==> src/rtl/knight_move_sequencer_pkg.sv <==
// Knight geometry and sequencer state types shared by the move sequencer files (package chess_pkg).
package chess_pkg;

   localparam int NDIR  = 8;
   localparam int CNT_W = 4;

   typedef enum logic [2:0] {U2L1, U2R1, R2U1, R2D1, D2R1, D2L1, L2D1, L2U1} knight_dir_t;
   typedef enum logic [1:0] {IDLE, SCAN, DONE} seq_state_t;

   localparam logic signed [3:0] KNIGHT_DROW [NDIR] =
      '{-4'sd2, -4'sd2, -4'sd1, 4'sd1, 4'sd2, 4'sd2, 4'sd1, -4'sd1};
   localparam logic signed [3:0] KNIGHT_DCOL [NDIR] =
      '{-4'sd1, 4'sd1, 4'sd2, 4'sd2, 4'sd1, -4'sd1, -4'sd2, -4'sd2};

   // 4-bit wrap-around add: any off-board result (-2..-1 or 8..9) lands with bit 3 set.
   function automatic logic [3:0] knight_step(input logic [2:0] base, input logic signed [3:0] delta);
      return {1'b0, base} + delta;
   endfunction

   function automatic logic [NDIR-1:0] knight_onboard(input logic [2:0] r, input logic [2:0] c);
      logic [NDIR-1:0] ok;
      logic [3:0]      tr;
      logic [3:0]      tc;
      ok = '0;
      for (int d = 0; d < NDIR; d++) begin
         tr    = knight_step(r, KNIGHT_DROW[d]);
         tc    = knight_step(c, KNIGHT_DCOL[d]);
         ok[d] = ~tr[3] & ~tc[3];
      end
      return ok;
   endfunction

endpackage

==> src/rtl/knight_move_sequencer_if.sv <==
// Valid/ready stream carrying one knight target square per handshake.
interface knight_move_sequencer_if;
   logic                   move_valid;
   logic                   move_ready;
   chess_pkg::knight_dir_t move_dir;
   logic [2:0]             move_row;
   logic [2:0]             move_col;
   logic                   move_capture;

   modport master (output move_valid, move_dir, move_row, move_col, move_capture, input move_ready);
   modport slave  (input move_valid, move_dir, move_row, move_col, move_capture, output move_ready);
endinterface

==> src/rtl/knight_move_sequencer_dir_pick.sv <==
// Lowest-set-bit priority encoder over the knight direction mask.
module knight_dir_pick
   import chess_pkg::*;
(
   input  logic [NDIR-1:0] req_i,
   output logic [2:0]      idx_o,
   output logic            any_o
);

   always_comb begin
      idx_o = '0;
      for (int i = NDIR - 1; i >= 0; i--) begin
         if (req_i[i]) idx_o = 3'(i);
      end
   end

   assign any_o = |req_i;

endmodule

==> src/rtl/knight_move_sequencer.sv <==
// Streams the legal knight target squares one per handshake.
// Optional KNIGHT_CAPTURE_FLAG_EN: flag targets that land on an occupied square.
//
// state | meaning
// IDLE  | waiting for start; outputs quiet
// SCAN  | presenting targets from the latched mask, one per accept
// DONE  | one-cycle done pulse, then back to IDLE
module knight_move_sequencer
   import chess_pkg::*;
(
   input  logic             clk,
   input  logic             reset,
   input  logic             start,
   input  logic [2:0]       row,
   input  logic [2:0]       column,
   input  logic [NDIR-1:0]  knightAllow,
   input  logic             abort,
   input  logic [63:0]      occupied,
   output logic             busy,
   output logic             done,
   output logic [CNT_W-1:0] move_count,
   knight_move_sequencer_if.master mv
);

   seq_state_t       state_q, state_d;
   logic [NDIR-1:0]  mask_q, mask_d;
   logic [2:0]       row_q, row_d, col_q, col_d;
   logic [CNT_W-1:0] cnt_q, cnt_d;
   logic             valid_q, valid_d;
   knight_dir_t      dir_q, dir_d;
   logic [2:0]       trow_q, trow_d, tcol_q, tcol_d;
   logic             cap_q, cap_d;

   logic [2:0]      src_row, src_col, pick_idx, tgt_row, tgt_col;
   logic [NDIR-1:0] src_mask;
   logic            pick_any, cap_pick, load, clr;

   // In IDLE the picker looks at the live inputs so the first target is ready on the start edge.
   assign src_row  = (state_q == IDLE) ? row    : row_q;
   assign src_col  = (state_q == IDLE) ? column : col_q;
   assign src_mask = (state_q == IDLE) ? (knightAllow & knight_onboard(row, column)) : mask_q;

   knight_dir_pick u_pick (
      .req_i (src_mask),
      .idx_o (pick_idx),
      .any_o (pick_any)
   );

   assign tgt_row = 3'(knight_step(src_row, KNIGHT_DROW[pick_idx]));
   assign tgt_col = 3'(knight_step(src_col, KNIGHT_DCOL[pick_idx]));

`ifdef KNIGHT_CAPTURE_FLAG_EN
   assign cap_pick = occupied[{tgt_row, tgt_col}];
`else
   logic unused_occupied;
   assign unused_occupied = ^occupied;
   assign cap_pick        = 1'b0;
`endif

   always_comb begin
      state_d = state_q;
      mask_d  = mask_q;
      row_d   = row_q;
      col_d   = col_q;
      cnt_d   = cnt_q;
      valid_d = valid_q;
      dir_d   = dir_q;
      trow_d  = trow_q;
      tcol_d  = tcol_q;
      cap_d   = cap_q;
      load    = 1'b0;
      clr     = 1'b0;
      unique case (state_q)
         IDLE: begin
            if (start) begin
               state_d = SCAN;
               mask_d  = src_mask;
               row_d   = row;
               col_d   = column;
               cnt_d   = '0;
               load    = pick_any;
            end
         end
         SCAN: begin
            if (abort) begin
               state_d = IDLE;
               mask_d  = '0;
               clr     = 1'b1;
            end else if (valid_q) begin
               if (mv.move_ready) begin
                  mask_d = mask_q & ~(NDIR'(1) << dir_q);
                  cnt_d  = cnt_q + CNT_W'(1);
                  clr    = 1'b1;
               end
            end else if (pick_any) begin
               load = 1'b1;
            end else begin
               state_d = DONE;
            end
         end
         DONE:    state_d = IDLE;
         default: state_d = IDLE;
      endcase
      if (clr) begin
         valid_d = 1'b0;
         dir_d   = U2L1;
         trow_d  = '0;
         tcol_d  = '0;
         cap_d   = 1'b0;
      end
      if (load) begin
         valid_d = 1'b1;
         dir_d   = knight_dir_t'(pick_idx);
         trow_d  = tgt_row;
         tcol_d  = tgt_col;
         cap_d   = cap_pick;
      end
   end

   always_ff @(posedge clk or posedge reset) begin
      if (reset) begin
         state_q <= IDLE;
         mask_q  <= '0;
         row_q   <= '0;
         col_q   <= '0;
         cnt_q   <= '0;
         valid_q <= 1'b0;
         dir_q   <= U2L1;
         trow_q  <= '0;
         tcol_q  <= '0;
         cap_q   <= 1'b0;
      end else begin
         state_q <= state_d;
         mask_q  <= mask_d;
         row_q   <= row_d;
         col_q   <= col_d;
         cnt_q   <= cnt_d;
         valid_q <= valid_d;
         dir_q   <= dir_d;
         trow_q  <= trow_d;
         tcol_q  <= tcol_d;
         cap_q   <= cap_d;
      end
   end

   assign busy            = (state_q != IDLE);
   assign done            = (state_q == DONE);
   assign move_count      = cnt_q;
   assign mv.move_valid   = valid_q;
   assign mv.move_dir     = dir_q;
   assign mv.move_row     = trow_q;
   assign mv.move_col     = tcol_q;
   assign mv.move_capture = cap_q;

endmodule

==> src/flat_wrapper.sv <==
// flat-port wrapper written by rule: the top's interface ports become plain ports
module knight_move_sequencer_flat import chess_pkg::*;
  (clk, reset, start, row, column, knightAllow, abort, occupied, busy, done, move_count, mv_move_valid, mv_move_dir, mv_move_row, mv_move_col, mv_move_capture, mv_move_ready);
  knight_move_sequencer_if mv_i ();
  input  logic clk;
  input  logic reset;
  input  logic start;
  input  logic [2:0] row;
  input  logic [2:0] column;
  input  logic [NDIR-1:0] knightAllow;
  input  logic abort;
  input  logic [63:0] occupied;
  output logic busy;
  output logic done;
  output logic [CNT_W-1:0] move_count;
  output wire logic [$bits(mv_i.move_valid)-1:0] mv_move_valid;
  output wire logic [$bits(mv_i.move_dir)-1:0] mv_move_dir;
  output wire logic [$bits(mv_i.move_row)-1:0] mv_move_row;
  output wire logic [$bits(mv_i.move_col)-1:0] mv_move_col;
  output wire logic [$bits(mv_i.move_capture)-1:0] mv_move_capture;
  input wire logic [$bits(mv_i.move_ready)-1:0] mv_move_ready;
  assign mv_move_valid = mv_i.move_valid;
  assign mv_move_dir = mv_i.move_dir;
  assign mv_move_row = mv_i.move_row;
  assign mv_move_col = mv_i.move_col;
  assign mv_move_capture = mv_i.move_capture;
  assign mv_i.move_ready = mv_move_ready;
  knight_move_sequencer u_core (.clk(clk), .reset(reset), .start(start), .row(row), .column(column), .knightAllow(knightAllow), .abort(abort), .occupied(occupied), .busy(busy), .done(done), .move_count(move_count), .mv(mv_i));
endmodule
==> config.mk <==
export PLATFORM = sky130hd
export DESIGN_NAME = knight_move_sequencer_flat
export DESIGN_NICKNAME = d
export VERILOG_FILES = /design/src/rtl/knight_move_sequencer_pkg.sv /design/src/rtl/knight_move_sequencer_if.sv /design/src/rtl/knight_move_sequencer_dir_pick.sv /design/src/rtl/knight_move_sequencer.sv /design/src/flat_wrapper.sv
export SDC_FILE = /design/constraint.sdc
export NUM_CORES = 1
export LEC_CHECK = 0
export BUFFER_PORTS_ARGS = -buffer_cell sky130_fd_sc_hd__buf_4
export CAP_MARGIN = 20
export CORE_MARGIN = 5
export CORE_UTILIZATION = 35
export CTS_BUF_LIST = sky130_fd_sc_hd__clkbuf_8
export DETAILED_ROUTE_END_ITERATION = 10
export HOLD_SLACK_MARGIN = 0.02
export PLACE_DENSITY = 0.76
export SETUP_SLACK_MARGIN = 0.15
export SLEW_MARGIN = 20
export SYNTH_ARGS = -nofsm -noshare
export SYNTH_HDL_FRONTEND = slang
export SYNTH_SLANG_ARGS = --single-unit
==> constraint.sdc <==
create_clock -name clk -period 6.3 [get_ports clk]
set_clock_uncertainty 0.05 [all_clocks]
set_input_delay 0.315 -clock clk [delete_from_list [all_inputs] [get_ports clk]]
set_output_delay 0.315 -clock clk [all_outputs]
set_load 0.05 [all_outputs]
==> After elaboration in Yosys (flattened, before gate mapping) <==
Memory sizes are Yosys's and may differ from the RTL's.
Cells that the tools add are included.
{ "word_totals": {"romBits": 64, "input_bits": 83, "memories": 2, "out_inout_bits": 17, "register_bits": 31} }
{ "classes": {"reduce_logical": 9, "bitwise_logic": 20, "mux": 46, "addsub": 11, "n_lt_le_gt_ge": 1, "eq_ne": 10, "shift": 1} }
{ "memory_table": {"columns": ["name", "words", "word_bits", "read_ports", "rd_ports_with_merged_regs", "wr", "line", "text"], "rows": [
  ["(name not given)", 8, 4, 1, 0, 0, "knight_move_sequencer.sv:50", "assign tgt_col = 3'(knight_step(src_col, KNIGHT_DCOL[pick_idx]));"],
  ["(name not given)", 8, 4, 1, 0, 0, "knight_move_sequencer.sv:49", "assign tgt_row = 3'(knight_step(src_row, KNIGHT_DROW[pick_idx]));"]
]} }
{ "op_table": {"columns": ["op", "n"], "rows": [
  ["$mux W3", 18],
  ["$mux W8", 5],
  ["$add A3 B4 Y4 const B", 4],
  ["$and A8 B8 Y8", 2],
  ["$mux W4", 4],
  ["$pmux W8 S2", 1],
  ["$mux W1", 11],
  ["$ne A3 B3 Y1 const B", 3],
  ["$add A3 B1 Y4 const B", 2],
  ["$add A3 B2 Y4 const B", 2],
  ["$and A1 B1 Y1", 8],
  ["$mux W2", 4],
  ["$not A1 Y1", 8],
  ["$not A8 Y8", 1],
  ["$pmux W4 S2", 1],
  ["$reduce_or A8 Y1", 1],
  ["$shl A1 B3 Y8 const A", 1],
  ["$add A3 B3 Y3", 2],
  ["$ne A2 B2 Y1 const B", 3],
  ["$reduce_bool A2 Y1", 3],
  ["$reduce_and A5 Y1", 1],
  ["$add A4 B1 Y4 const B", 1],
  ["$ge A4 B4 Y1 const B", 1],
  ["$not A3 Y4", 1],
  ["other kinds (10)", 10]
]} }

==> Logic depth before layout (Yosys ltp) <==
Gate-level depths: netlist (run 1).
{ "depth": {"word_depth": 19, "depth_mapped": 15, "depth_no_buf": 12} }

==> Hierarchy <==
From an unflattened synthesis (run 1), not the netlist that was laid out.
{ "hier_totals": {"cells_unflattened": 205, "hier_area_um2": 1840.5} }
{ "by_module_without_submodules": {"columns": ["module", "area_per_inst_um2", "cells_per_inst", "n_inst"], "rows": [
  ["knight_move_sequencer", 1759.2, 192, 1],
  ["knight_dir_pick", 81.3, 13, 1]
]} }

==> Least setup slack after synthesis (run 1) <==
Ideal clock, no wire load.
{ "synth_timing": {"path_type": "register -> register", "start": "register u_core.state_q[0]", "end": "register u_core.trow_q[2] (netlist: u_core.mv.move_row[2])", "synth_period_minus_slack_ns": 3.658, "stages_incl_launch_ff": 15, "path_buffers": 3, "t_required_ns": 6.117, "t_arrival_ns": 3.475, "setup_slack_ns": 2.642, "path_cell_list": "dfrtp_1 -> buf_6 -> nor2_8 -> inv_2 -> buf_6 -> clkbuf_1 -> o31ai_1 -> o211a_1 -> o211ai_1 -> or2_2 -> fa_1 -> xnor2_1 -> or3_4 -> a2111oi_4 -> o31ai_1"} }
{ "synth_between": {"elab_chain_len": 16} }
{ "synth_rtl": {"columns": ["item", "line", "text"], "rows": [
  ["start: declaration", "knight_move_sequencer.sv:25", "seq_state_t state_q, state_d;"],
  ["start signal: assignment", "knight_move_sequencer.sv:133", "state_q <= state_d;"],
  ["$logic_not A2 Y1", "knight_move_sequencer.sv:39, knight_move_sequencer.sv:41, knight_move_sequencer.sv:73", null],
  ["$mux W8", "knight_move_sequencer.sv:41", "assign src_mask = (state_q == IDLE) ? (knightAllow & knight_onboard(row, column)) : mask_q;"],
  ["$mux W3 (8 in a row)", "knight_move_sequencer_dir_pick.sv:13", "if (req_i[i]) idx_o = 3'(i);"],
  ["$not A3 Y4 (not written as such)", "knight_move_sequencer.sv:49", null],
  ["$mem_v2 Z8 W4", null, null],
  ["$mux W3 (not written as such) (2 in a row)", "knight_move_sequencer.sv:49", null],
  ["$add A3 B3 Y3", "knight_move_sequencer_pkg.sv:17", "return {1'b0, base} + delta;"],
  ["$mux W3", "knight_move_sequencer.sv:111", "if (load) begin"],
  ["end signal: assignment", "knight_move_sequencer.sv:140", "trow_q <= trow_d;"],
  ["end: declaration", "knight_move_sequencer.sv:31", "logic [2:0] trow_q, trow_d, tcol_q, tcol_d;"]
]} }
Parallel ways exist; a longest one is shown, timed or not. The select of a mux whose other input is x is not followed.
A chain may end at the register's enable or synchronous reset.

==> Worst setup path in the final report (run 1) <==
Same ends and word-level chain as after synthesis.

==> results.md, run 1 <==
* FF/Latch Area at 751 sq um
* Initial Util at 36.6%
* # hold bufs at CTS at 0
* Fin area at 2270 sq um
* WL/cell at 15.6 um
* Die area at 7020 sq um
* Area of the core at 5200 sq um
* Hold crit path type: input pin to async pin
* Placed wire-length estimate at 3640 um
* Status: complete, no violations
* Nature of the critical path endpoint: register
* Total gr overflow at 0
* PostCTS Resize Cnt at 0
* Mean Syn Cell Area at 9.38 sq um
* Residual DRC count at 0
* DRT Pass-1 Iters at 5
* First-pass GRT wire length at 8070 um
* Iter 0 DRT Violations at 103
* Pwr/cell area at 441 nW/um^2
* Routed vias at 1723
* H-tree lvl count at 2
* CP Cell Sequence: nor2_8 > inv_2 > o31ai_1 > or2_2 > o211ai_1 > or2_2 > fa_1 > xnor2_1 > or3_4 > a2111oi_4 > o31ai_1
* Synth Net Count at 290
* Syn Inst Count at 203
* # setup viols final at 0
* Crit path buffers/inverters at 1
* Synth warnings at 0
* Multi-input gate area at 1070 sq um
* Synthesis-to-layout area growth at 19.4%
* Nets@finish at 322
* Combinational Power Share at 54.5%
* Drt total wl at 4770 um
* Seq cells post-synth at 30
* Clk slew on worst S/H paths at 60 ps
* Top cell type's share of synthesized area at 39.4%
* Count leader, synth: o21ai_0
* Sw Share at 47.4%
* Clock sinks at 30
* CP Class: register to register
* Worst EP required at 6400 ps
* Ant. Diodes at 0
* Share of post-route cells with drive strength above 1 at 26.8%
* Final hold violations at 0
* Die width at 83.8 um
* Post-synth ARST share at 100%
* VDD IR-drop max at 0.000184 V
* CP Max Fanout at 20
* Area contributors post-synth: dfrtp_1 (39%), o21ai_0 (8.7%), nand2_1 (4.3%), mux2_2 (3.5%), mux2i_1 (3.2%)
* Clock Tree Buf Depth at 2
* Routed Antenna Nets at 0
* Final worst setup slack at 2420 ps
* Max-slew headroom at 59.4%
* Vias in the first global route at 1632
* Number of synthesized flops with an enable pin at 0
* List of most frequent post-synthesis cells: o21ai_0 (33), dfrtp_1 (30), nand2_1 (22)
* Via/cell ratio at 5.65
* RSZ-0062 raised after global routing: false
* Largest net degree at the start of global routing at 31
* GRT Total Usage at 14.5%
* Setup Fix Bufs, Post-CTS at 0
* Clk_lat worst skew at 290 ps
* Period utilisation layout at 61.6%
* Port bufs at 34
* CP delay by family, top: simple AND/OR/NAND/NOR gates
* Placed Instance Area at 2190 sq um
* Switching pwr at 0.475 mW
* Max cap viols at 0
* Peak Freq at 257 MHz
* Num CTS Buffers at 5
* CTS root buffer: clkbuf_8
* Post-layout min period at 3880 ps
* Non-filler cells, final at 305
* Setup TNS at 0 ps
* Antenna violations before repair at 0
* Final Max Slew Viols at 0
* CP Launch Type: register
* Area leader, netlist: dfrtp_1
* Pleak at 1.01 nW
* Post-Syn Area at 1900 sq um
* Ys flop type: dfrtp_1
* Crit-path slowest cell: o31ai_1
* Placed cell count at 298
* Io pins at 100
* Register area share after synthesis at 39.4%
* Yosys cell types at 48
* Filler cells at 534
* Largest stage delay, worst path at 550 ps
* Die height at 83.8 um
* CTS tree: done
* Worst slew pin tran at 609 ps
* CP arrival at 3980 ps
* Placer Congestion at 0.853
* Reg power frac at 30.9%
* Int Power at 0.528 mW
* DP Worst Slack at 2420 ps
* Rows at 26
* Clock network power share at 14.6%
-- cells by family (layout without fill, tap and decap cells) --
group / after synthesis / in the layout / synth area share [%]
compound gates: 77 / 77 / 27.7
xor+xnor: 5 / 5 / 2.30
fa+ha+maj: 4 / 4 / 3.42
buf+inv: 17 / 49 / 4.53
flops: 30 / 30 / 39.4
mux: 12 / 12 / 6.70
other cells: 1 / 1 / 0.197
simple gates: 57 / 57 / 15.8
-- layout make-up --
type                    count  area share, %
multi-input cells         156           46.9
flip-flops and latches     30           33.0
repair buffers             35           11.6
well taps                  70           3.85
clock buffers               5           3.03
inverters                   7           1.16
clock inverters             2          0.440
-- through the flow --
| step | hold slack, ps | power (mW) | util [%] |
|---|---|---|---|
| after floorplan | 352 | 0.726 | - |
| after global placement | 373 | 0.849 | 42.2 |
| after detailed placement | 375 | 0.861 | 42.2 |
| after CTS | 63.0 | 1.01 | 43.7 |
| after global routing | 103 | 1.08 | 43.7 |
| final | 54.9 | 1.00 | 43.7 |
-- path summary, 6_finish.rpt --
check	start	end	slack, ps	depth (start not counted)
min	reset	u_core.mv.move_valid	50	3
max reg2reg	u_core.state_q[0]	u_core.mv.move_row[2]	2420	11
min in group clk	start	u_core.move_count[2]	220	2
max in group asynchronous	reset	u_core.mv.move_row[1]	5860	3
max	u_core.state_q[0]	u_core.mv.move_row[2]	2420	11
min reg2reg	u_core.mv.move_row[2]	u_core.mv.move_row[2]	450	2
-- registers in the layout, summed over array words and instances (netlist names) --
register / count
u_core.col_q: 3
u_core.mv.move_row: 3
u_core.mv.move_dir: 3
u_core.mv.move_col: 3
u_core.row_q: 3
u_core.mv.move_valid: 1
u_core.move_count: 4
u_core.state_q: 2
u_core.mask_q: 8
-- worst min-delay path: stages --
cell   delay [ps]
buf_4         100
inv_1          40
buf_4         340
-- cell usage in the layout, fill, tap and decap left out, types with 4 or more instances in the layout --
cell,n
buf_4,35
o21ai_0,33
dfrtp_1,30
nand2_1,22
nor2_1,8
a31oi_1,8
a21oi_1,7
nand3_1,7
mux2_2,6
mux2i_1,6
inv_1,6
o31ai_1,5
clkbuf_8,5
or2_2,4
-- routing by layer --
metal  vias up  track usage, %  routed length (um)
li1        824               -                   -
met4         0            6.73                  72
met5         -               0                   0
met2        73            21.6                2200
met1       820            19.5                2060
met3         6            3.75                 437
-- power by group through the flow --
stage | clock network, mW | registers (mW) | logic (mW)
after detailed placement | 0 | 0.313 | 0.548
final | 0.146 | 0.310 | 0.547
after global placement | 0 | 0.310 | 0.539
after floorplan | 0 | 0.399 | 0.326
after global routing | 0.159 | 0.319 | 0.600
after CTS | 0.151 | 0.310 | 0.551
Note: power is estimated with default switching activity, not from simulation.
==> run 2, diff against run 1 <==
--- a/config.mk
+++ b/config.mk
@@ -12,7 +12,7 @@
 export CTS_BUF_LIST = sky130_fd_sc_hd__clkbuf_8
 export DETAILED_ROUTE_END_ITERATION = 10
 export HOLD_SLACK_MARGIN = 0.02
-export PLACE_DENSITY = 0.76
+export PLACE_DENSITY = 0.78
 export SETUP_SLACK_MARGIN = 0.15
 export SLEW_MARGIN = 20
 export SYNTH_ARGS = -nofsm -noshare
==> constraint.sdc (replaced) <==
create_clock -name clk -period 3.45 [get_ports clk]
set_clock_uncertainty 0.05 [all_clocks]
set_input_delay 0.1725 -clock clk [delete_from_list [all_inputs] [get_ports clk]]
set_output_delay 0.1725 -clock clk [all_outputs]
set_load 0.05 [all_outputs]
==> run 2 against run 1 <==
Compared with the run above: register-to-register slack got worse by 2200 ps; global-route usage rose by 1.0 points; design area is 12% higher; routed wire length rose by 15%; total power grew 110%; die area is the same; sequential cell count stayed put; cell count up 7.2%; clock power rose by 93%; fmax rose by 19%; critical path depth is the same; critical endpoint unchanged; largest cell class unchanged; highest routed layer unchanged.
==> results.md, run 2 (synthesis results as in run 1) <==
* Status: complete, no violations
* Filler cells at 484 (-9.4%)
* CP Max Fanout at 6 (-70%)
* Switching pwr at 0.948 mW (+99%)
* Synthesis-to-layout area growth at 34.0%
* Area of the core at 5200 sq um (unchanged)
* Hold crit path type: input pin to register
* Peak Freq at 307 MHz (+19%)
* Worst Hold Launch: start
* Die area at 7020 sq um (unchanged)
* Worst EP required at 3540 ps (-2860 ps)
* Rows at 26 (unchanged)
* Placed cell count at 314 (+5.4%)
* VDD IR-drop max at 0.000395 V (+110%)
* Clk_lat worst skew at 280 ps (about the same)
* Iter 0 DRT Violations at 119 (+16%)
* GRT Total Usage at 15.5% (+1.0 points)
* RSZ-0062 raised after global routing: true
* Die height at 83.8 um (unchanged)
* # setup viols final at 0 (unchanged)
* DRT Pass-1 Iters at 4 (-1)
* Setup TNS at 0 ps (unchanged)
* Vias in the first global route at 1844 (+13%)
* Routed Antenna Nets at 0 (unchanged)
* Worst Hold Slack at 83.4 ps (+28.5 ps)
* Top reg by flops: u_core.mask_q
* Clk slew on worst S/H paths at 60 ps (about the same)
* CP Launch Type: register
* WL/cell at 16.8 um (+7.6%)
* Num CTS Buffers at 5 (unchanged)
* CP arrival at 3350 ps (-630 ps)
* Nets@finish at 345 (+7.1%)
* Share of post-route cells with drive strength above 1 at 38.5% (+12 points)
* Via/cell ratio at 5.63 (-0.29%)
* Post-layout min period at 3260 ps (-628 ps)
* Combinational Power Share at 58.8% (+4.3 points)
* Routed vias at 1842 (+6.9%)
* Worst Setup SP: u_core.state_q[1]
* First-pass GRT wire length at 8690 um (+7.8%)
* CTS root buffer: clkbuf_8
* Placed wire-length estimate at 4100 um (+13%)
* Pleak at 1.14 nW (+14%)
* Max FFs per register at 8 (unchanged)
* Clock sinks at 30 (unchanged)
* Pwr/cell area at 810 nW/um^2 (+84%)
* Most common cell after layout, fill and taps aside: buf_4
* Reg power frac at 27.6% (-3.3 points)
* CTS tree: done
* Non-filler cells, final at 327 (+7.2%)
* H-tree lvl count at 2 (unchanged)
* Clock network power share at 13.6% (-1.0 points)
* Sw Share at 45.9% (-1.5 points)
* Residual DRC count at 0 (unchanged)
* Ant. Diodes at 0 (unchanged)
* Most frequent cells in the layout: buf_4 (55), o21ai_0 (30), dfrtp_1 (28)
* Period utilisation layout at 94.4% (+33 points)
* Int Power at 1.12 mW (+110%)
* Port bufs at 34 (unchanged)
* Clock Tree Buf Depth at 2 (unchanged)
* Die width at 83.8 um (unchanged)
* Worst slew pin tran at 651 ps (+41.5 ps)
* Total gr overflow at 0 (unchanged)
* Nature of the critical path endpoint: register
* Drt total wl at 5500 um (+15%)
* Max-slew headroom at 56.6% (-2.8 points)
* RR Startpoint: u_core.state_q[1]
* Io pins at 100 (unchanged)
* Largest net degree at the start of global routing at 18 (-42%)
* Final hold violations at 0 (unchanged)
* Antenna violations before repair at 0 (unchanged)
* Initial Util at 36.6% (unchanged)
* Final Max Slew Viols at 0 (unchanged)
* Max cap viols at 0 (unchanged)
* Placer Congestion at 0.901 (+5.7%)
* CP Class: register to register
==> run 2: what timing repair did <==
| action | 4_1_cts | 5_1_grt |
|---|---|---|
| gates resized for setup | 2 | 18 |
| endpoints found under the hold margin | 12 | 0 |
| buffers inserted | 1 | 5 |
| endpoints found under the setup margin | 2 | 2 |
| hold buffers | 1 | 0 |
| pin swaps | 1 | 6 |
==> run 2: final timing paths <==
kind | end | slack (ps) | depth (start not counted)
hold / removal | u_core.move_count[2] | 80 | 2
setup / recovery | u_core.mv.move_row[2] | 190 | 11
max in group asynchronous | u_core.state_q[0] | 2340 | 4
setup reg to reg | u_core.mv.move_row[2] | 190 | 11
min in group asynchronous | u_core.move_count[3] | 490 | 3
hold reg to reg | u_core.mv.move_row[2] | 450 | 2
==> run 2: metal layers <==
metal / share of wire, % / routed length [um] / track usage, % / up-vias
met3: 7.1 / 392 / 4.24 / 16
met2: 49 / 2690 / 25.4 / 67
met4: 2.6 / 142 / 7.31 / 0
met1: 41 / 2280 / 18.8 / 888
met5: 0 / 0 / 0 / -
li1: - / - / - / 871
==> run 2: area by class of cell <==
class | count | area [sq um] | share of cell area, %
Tap cell | 70 | 87.6 | 3.43
Multi-Input combinational cell | 156 | 1140 | 44.9
Inverter | 7 | 28.8 | 1.13
Sequential cell | 30 | 753 | 29.5
Timing Repair Buffer | 58 | 455 | 17.8
Clock buffer | 6 | 82.6 | 3.24
==> run 2: critical path: stages (launching register included) <==
cell	delay (ps)
dfrtp_2	490
a311oi_2	250
buf_4	160
a32o_2	190
o211a_1	200
o211ai_1	190
or2_4	310
fa_2	350
xnor2_2	160
or3_4	360
a2111oi_4	300
o31ai_1	100
==> run 2: through the flow <==
step	utilization, %	power, mW	setup slack (ps)	cell area, sq um
after CTS	47.0	1.98	152	2440
after global placement	44.5	1.64	89.6	2310
after floorplan	-	1.35	158	1930
after global routing	49.0	2.19	111	2550
after detailed placement	45.0	1.69	40.6	2340
final	49.0	2.07	194	2550
==> run 2: power by group through the flow <==
stage,registers (mW),logic (mW),clock network (mW)
after floorplan,0.729,0.616,0
after global placement,0.564,1.08,0
after detailed placement,0.573,1.11,0
after CTS,0.567,1.13,0.285
after global routing,0.584,1.31,0.296
final,0.570,1.22,0.282
